<file path="config.mk">
export PLATFORM = sky130hd
export DESIGN_NAME = shift_add_multiplier_flat
export DESIGN_NICKNAME = d
export VERILOG_FILES = /design/src/rtl/shift_add_multiplier_if.sv /design/src/rtl/shift_add_multiplier.sv /design/src/flat_wrapper.sv
export SDC_FILE = /design/constraint.sdc
export NUM_CORES = 1
export LEC_CHECK = 0
export ABC_CLOCK_PERIOD_IN_PS = 4910
export CORE_ASPECT_RATIO = 1.4
export CORE_MARGIN = 1
export CORE_UTILIZATION = 30
export CTS_CLUSTER_SIZE = 8
export DETAILED_ROUTE_END_ITERATION = 12
export PLACE_DENSITY = 0.56
export SLEW_MARGIN = 10
export SYNTH_ARGS = -nofsm -noshare
export SYNTH_HDL_FRONTEND = slang
export SYNTH_SLANG_ARGS = --single-unit
</file>
<file path="constraint.sdc">
create_clock -name clk -period 4.91 [get_ports clk]
set_input_delay 1.2275 -clock clk [delete_from_list [all_inputs] [get_ports clk]]
set_output_delay 1.2275 -clock clk [all_outputs]
set_load 0.03 [all_outputs]
</file>
<file path="src/rtl/shift_add_multiplier_if.sv">
// Start/busy/done handshake and operand/result bus of the shift-add multiplier.
// The master drives the request and operands; the slave (multiplier) returns status and result.
interface shift_add_multiplier_if #(
    parameter int N = 8
);
    logic           start;
    logic [N-1:0]   multiplicand;
    logic [N-1:0]   multiplier;
    logic [2*N-1:0] product;
    logic           busy;
    logic           done;

    modport master (
        output start,
        output multiplicand,
        output multiplier,
        input  product,
        input  busy,
        input  done
    );

    modport slave (
        input  start,
        input  multiplicand,
        input  multiplier,
        output product,
        output busy,
        output done
    );
endinterface

</file>
<file path="src/rtl/shift_add_multiplier.sv">
// Sequential unsigned N x N multiplier: one partial product per clock through an
// N-bit ripple-carry adder, fixed N-cycle latency, start/busy/done handshake.
module shift_add_multiplier_rca #(
    parameter int N = 8
) (
    input  logic [N-1:0] a,
    input  logic [N-1:0] b,
    input  logic         c_in,
    output logic [N-1:0] sum,
    output logic         c_out
);
    logic [N:0] carry_s;

    // Ripple the carry bit by bit from c_in up to c_out.
    always_comb begin
        sum        = {N{1'b0}};
        carry_s    = {(N+1){1'b0}};
        carry_s[0] = c_in;
        for (int i = 0; i < N; i++) begin
            sum[i]       = a[i] ^ b[i] ^ carry_s[i];
            carry_s[i+1] = (a[i] & b[i]) | (a[i] & carry_s[i]) | (b[i] & carry_s[i]);
        end
        c_out = carry_s[N];
    end
endmodule

module shift_add_multiplier #(
    parameter int N = 8
) (
    input  logic                  clk,
    input  logic                  rst_n,
    shift_add_multiplier_if.slave bus
);
    localparam int CNT_W = $clog2(N + 1);

    typedef enum logic [1:0] {
        IDLE = 2'd0,
        CALC = 2'd1,
        DONE = 2'd2
    } state_t;

    state_t             state_r;
    state_t             state_nxt_s;
    logic [N-1:0]       a_r;
    logic [N-1:0]       acc_r;
    logic [N-1:0]       q_r;
    logic [CNT_W-1:0]   count_r;
    logic [2*N-1:0]     product_r;
    logic [N-1:0]       add_sum_s;
    logic               add_cout_s;
    logic [N:0]         part_s;
    logic [2*N-1:0]     shift_s;
    logic               last_iter_s;
    logic               busy_s;
    logic               done_s;

    shift_add_multiplier_rca #(.N(N)) u_adder (
        .a     (acc_r),
        .b     (a_r),
        .c_in  (1'b0),
        .sum   (add_sum_s),
        .c_out (add_cout_s)
    );

    // Select the adder result only when the current multiplier bit is set, then shift right.
    always_comb begin
        if (q_r[0]) begin
            part_s = {add_cout_s, add_sum_s};
        end else begin
            part_s = {1'b0, acc_r};
        end
        shift_s     = {part_s, q_r[N-1:1]};
        last_iter_s = (count_r == CNT_W'(1));
    end

    // State register.
    always_ff @(posedge clk or negedge rst_n) begin
        if (!rst_n) begin
            state_r <= IDLE;
        end else begin
            state_r <= state_nxt_s;
        end
    end

    // Next-state logic; start only matters in IDLE.
    always_comb begin
        state_nxt_s = state_r;
        case (state_r)
            IDLE: begin
                if (bus.start) begin
                    state_nxt_s = CALC;
                end else begin
                    state_nxt_s = IDLE;
                end
            end
            CALC: begin
                if (last_iter_s) begin
                    state_nxt_s = DONE;
                end else begin
                    state_nxt_s = CALC;
                end
            end
            DONE:    state_nxt_s = IDLE;
            default: state_nxt_s = IDLE;
        endcase
    end

    // Status outputs decoded from the state register, so no path from start.
    always_comb begin
        busy_s = 1'b0;
        done_s = 1'b0;
        case (state_r)
            IDLE: begin
                busy_s = 1'b0;
                done_s = 1'b0;
            end
            CALC: begin
                busy_s = 1'b1;
                done_s = 1'b0;
            end
            DONE: begin
                busy_s = 1'b1;
                done_s = 1'b1;
            end
            default: begin
                busy_s = 1'b0;
                done_s = 1'b0;
            end
        endcase
    end

    // Operand, accumulator, counter and product registers; product moves only on the last iteration.
    always_ff @(posedge clk or negedge rst_n) begin
        if (!rst_n) begin
            a_r       <= {N{1'b0}};
            acc_r     <= {N{1'b0}};
            q_r       <= {N{1'b0}};
            count_r   <= {CNT_W{1'b0}};
            product_r <= {(2*N){1'b0}};
        end else begin
            case (state_r)
                IDLE: begin
                    if (bus.start) begin
                        a_r     <= bus.multiplicand;
                        q_r     <= bus.multiplier;
                        acc_r   <= {N{1'b0}};
                        count_r <= CNT_W'(N);
                    end else begin
                        count_r <= count_r;
                    end
                end
                CALC: begin
                    acc_r   <= shift_s[2*N-1:N];
                    q_r     <= shift_s[N-1:0];
                    count_r <= count_r - CNT_W'(1);
                    if (last_iter_s) begin
                        product_r <= shift_s;
                    end else begin
                        product_r <= product_r;
                    end
                end
                default: begin
                    count_r <= count_r;
                end
            endcase
        end
    end

    assign bus.product = product_r;
    assign bus.busy    = busy_s;
    assign bus.done    = done_s;
endmodule
</file>
<file path="src/flat_wrapper.sv">
// flat-port wrapper written by rule: the top's interface ports become plain ports
module shift_add_multiplier_flat 
#(
    parameter int N = 8
)
  (clk, rst_n, bus_start, bus_multiplicand, bus_multiplier, bus_product, bus_busy, bus_done);
  shift_add_multiplier_if #(.N(N)) bus_i ();
  input  logic clk;
  input  logic rst_n;
  input wire logic [$bits(bus_i.start)-1:0] bus_start;
  input wire logic [$bits(bus_i.multiplicand)-1:0] bus_multiplicand;
  input wire logic [$bits(bus_i.multiplier)-1:0] bus_multiplier;
  output wire logic [$bits(bus_i.product)-1:0] bus_product;
  output wire logic [$bits(bus_i.busy)-1:0] bus_busy;
  output wire logic [$bits(bus_i.done)-1:0] bus_done;
  assign bus_i.start = bus_start;
  assign bus_i.multiplicand = bus_multiplicand;
  assign bus_i.multiplier = bus_multiplier;
  assign bus_product = bus_i.product;
  assign bus_busy = bus_i.busy;
  assign bus_done = bus_i.done;
  shift_add_multiplier #(.N(N)) u_core (.clk(clk), .rst_n(rst_n), .bus(bus_i));
endmodule
</file>
==> load_flow_metrics.sql <==
INSERT INTO impl_metrics (metric_group, metric, value, unit) VALUES
('global_route', 'antenna_found_initial', '0', ''),
('clock_network', 'clk-insertion-delay-late', '0.29', 'ns'),
('sta', 'setup-tns-final', '0', 'ns'),
('drt', 'firstDrtPassIters', '4', ''),
('synthesis', 'synth.top_cells.by_count', 'sky130_fd_sc_hd__dfrtp_1 (46), sky130_fd_sc_hd__nand2_1 (32), sky130_fd_sc_hd__o21ai_0 (26)', ''),
('setup_path', 'worst_ep_required_time', '5.08', 'ns'),
('synthesis', 'post_synth_inst_count', '189', ''),
('synthesis', 'synth-edff-count', '0', ''),
('clock_network', 'postCtsSetupRepairBufs', '0', ''),
('layout', 'n_antenna_cell', '0', ''),
('drt', 'route.detailed.drc', '0', ''),
('setup_path', 'worst_endpoint_data_arrival_time', '3.92', 'ns'),
('die', 'initial_core_util', '0.314', ''),
('clock_network', 'clk_path_buf_depth', '2', ''),
('die', 'coreArea', '7030', 'um^2'),
('global_route', 'via_count_of_the_first_global_routing_pass', '1521', ''),
('drt', 'initial_drt_markers', '57', ''),
('synthesis', 'yosys_register_bits', '46', ''),
('die', 'fp.dieH', '103', 'um'),
('power_and_ir_drop', 'vdd_ir_drop_max', '290', 'uV'),
('synthesis', 'seq_area_frac_synth', '0.522', ''),
('power_and_ir_drop', 'powerDensity', '656', 'nW/um^2'),
('synthesis', 'synthesis.nets', '221', ''),
('synthesis', 'avgSynthCellArea', '11.7', 'um^2'),
('run', 'drv.max_cap_violation_count', '0', ''),
('setup_path', 'crit_path_frequent_cell', 'sky130_fd_sc_hd__fa_1', ''),
('sta', 'maxSlewHeadroom', '0.328', ''),
('sta', 'fin_hold_ws', '0.481', 'ns'),
('sta', 'final_min_period_over_clock_period', '0.765', ''),
('synthesis', 'post_synth_num_cell_types', '28', ''),
('clock_network', 'cts.hold.buffers_added', '0', ''),
('setup_path', 'critPathCaptureType', 'flip-flop', ''),
('drt', 'total_wire_length_after_detailed_routing', '4070', 'um'),
('die', 'floorplan.io_pins', '37', ''),
('clock_network', 'sink_count_of_the_clock_tree', '46', ''),
('synthesis', 'synth.cell_area', '2200', 'um^2'),
('synthesis', 'synth_top_cells_by_area', 'sky130_fd_sc_hd__dfrtp_1 (52%), sky130_fd_sc_hd__mux2_2 (7.2%), sky130_fd_sc_hd__fa_1 (6.4%)', ''),
('sta', 'worst_pin_slew', '1.01', 'ns'),
('drt', 'via_per_inst', '4.43', ''),
('synthesis', 'synth.largest_area_cell', 'sky130_fd_sc_hd__dfrtp_1', ''),
('sta', 'finalHoldViolCount', '0', ''),
('drt', 'vias', '1423', ''),
('synthesis', 'commonest_register_cell_after_synthesis', 'sky130_fd_sc_hd__dfrtp_1', ''),
('clock_network', 'cts.clk_slew.worst_paths', '0.08', 'ns'),
('setup_path', 'critPathMaxFanout', '3', ''),
('setup_path', 'cp_slowest_cell', 'sky130_fd_sc_hd__fa_1', ''),
('global_route', 'gr-usage-all-layers', '0.124', ''),
('place', 'place.detailed.hpwl', '2880', 'um'),
('clock_network', 'cts_htree_levels', '2', ''),
('layout', 'post_layout_nonfiller_instances', '321', ''),
('sta', 'max_freq', '266', 'MHz'),
('synthesis', 'yosys.cell_count.top_type', 'sky130_fd_sc_hd__dfrtp_1', ''),
('sta', 'fin_worst_skew', '0.00531', 'ns'),
('power_and_ir_drop', 'leakage', '1.23', 'nW'),
('drt', 'wl_per_cell', '12.7', 'um'),
('worst_hold_path', 'hold_path_class', 'reg -> reg', ''),
('setup_path', 'crit_path_launch_type', 'flip-flop', ''),
('die', 'core.rowCount', '36', ''),
('global_route', 'grt_start_max_net_pins', '47', ''),
('outcome', 'run_status', 'completed', ''),
('synthesis', 'yosys_warnings', '0', ''),
('die', 'dieWidth', '74.5', 'um'),
('setup_path', 'criticalPathCategory', 'reg -> reg', ''),
('synthesis', 'synth_top_area_share', '0.522', ''),
('clock_network', 'ctsResizeCount', '0', ''),
('clock_network', 'clock_tree.root_cell', 'sky130_fd_sc_hd__clkbuf_8', ''),
('sta', 'final.min_clock_period', '3.76', 'ns'),
('place', 'dp_cells', '313', ''),
('layout', 'num-fill-cells', '750', ''),
('global_route', 'grt_first_pass_wirelength', '7040', 'um'),
('layout', 'layout_cells_sized_above_1', '0.119', '');
==> worst paths after layout <==
check / start / to / slack [ns] / cells past startpoint
min in group asynchronous: rst_n / u_core.bus.product[4] / 1.10 / 1
min: u_core.bus.product[7] / u_core.bus.product[7] / 0.48 / 2
max in group asynchronous: rst_n / u_core.a_r[1] / 3.19 / 1
min reg2reg: u_core.bus.product[7] / u_core.bus.product[7] / 0.48 / 2
max reg2reg: u_core.acc_r[0] / u_core.acc_r[6] / 1.15 / 14
max: u_core.acc_r[0] / u_core.acc_r[6] / 1.15 / 14
==> metrics by stage <==
step           setup WS [ns]   util  power [mW]
6_report                1.15  0.386        1.78
5_1_grt                0.904  0.386        1.96
4_1_cts                 1.12  0.386        1.82
3_5_place_dp            1.13  0.373        1.58
3_3_place_gp            1.20  0.373        1.55
2_1_floorplan           1.30      -        1.31
==> worst max-delay path, delay by kind of cell (launching register included) <==
family	cells	cell delay (ns)
fa+ha+maj	8	2.71
compound gates	1	0.09
mux	1	0.16
buf+inv	4	0.25
flops	1	0.40
==> cell type report <==
type                    instances  area share
clock buffers                   7      0.0318
repair buffers                 37       0.134
inverters                      15      0.0207
flip-flops and latches         46       0.424
well taps                      95      0.0438
clock inverters                 1     0.00184
multi-input cells             120       0.344
==> where the power goes <==
group	total (mW)	switching (mW)	internal [mW]
logic	0.860	0.468	0.393
registers	0.685	0.133	0.552
clock network	0.236	0.122	0.114
==> per-layer routing <==
| metal | track usage | vias up | wire length, um | part of all wire |
|---|---|---|---|---|
| met5 | 0 | - | 0 | 0 |
| met3 | 0.0291 | 5 | 124 | 0.030 |
| met1 | 0.141 | 691 | 1700 | 0.42 |
| met2 | 0.220 | 26 | 2180 | 0.54 |
| met4 | 0.0479 | 0 | 63 | 0.015 |
| li1 | - | 701 | - | - |
==> layout by cell type, fill, tap and decap left out, types with 2 or more instances in the layout <==
master	instances
sky130_fd_sc_hd__dfrtp_1	46
sky130_fd_sc_hd__o21ai_0	26
sky130_fd_sc_hd__inv_1	15
sky130_fd_sc_hd__clkdlybuf4s50_1	35
sky130_fd_sc_hd__nor3_1	2
sky130_fd_sc_hd__mux2i_1	13
sky130_fd_sc_hd__nor2_1	2
sky130_fd_sc_hd__o21ai_1	2
sky130_fd_sc_hd__a21oi_1	2
sky130_fd_sc_hd__mux2_2	14
sky130_fd_sc_hd__nand2_1	32
sky130_fd_sc_hd__ha_1	6
sky130_fd_sc_hd__clkbuf_8	6
sky130_fd_sc_hd__nor3b_1	2
sky130_fd_sc_hd__fa_1	7
==> state kept, by name, summed over array words and instances, names as in the netlist <==
name and cells:
u_core.acc_r 8, u_core.a_r 8, u_core.count_r 4, u_core.bus.product 16, u_core.q_r 8, u_core.state_r 2
==> logic make-up (layout without fill, tap and decap cells) <==
family                     count (synthesis)  after routing  synth area share
DFF                                       46             46             0.522
and+or+nand+nor                           43             43            0.0942
adders and majority gates                 13             13            0.0976
muxes                                     29             29             0.144
AOI/OAI and AO/OA                         35             35            0.0880
buffers and inverters                     23             60            0.0545
Note: power is estimated with default switching activity, not from simulation.
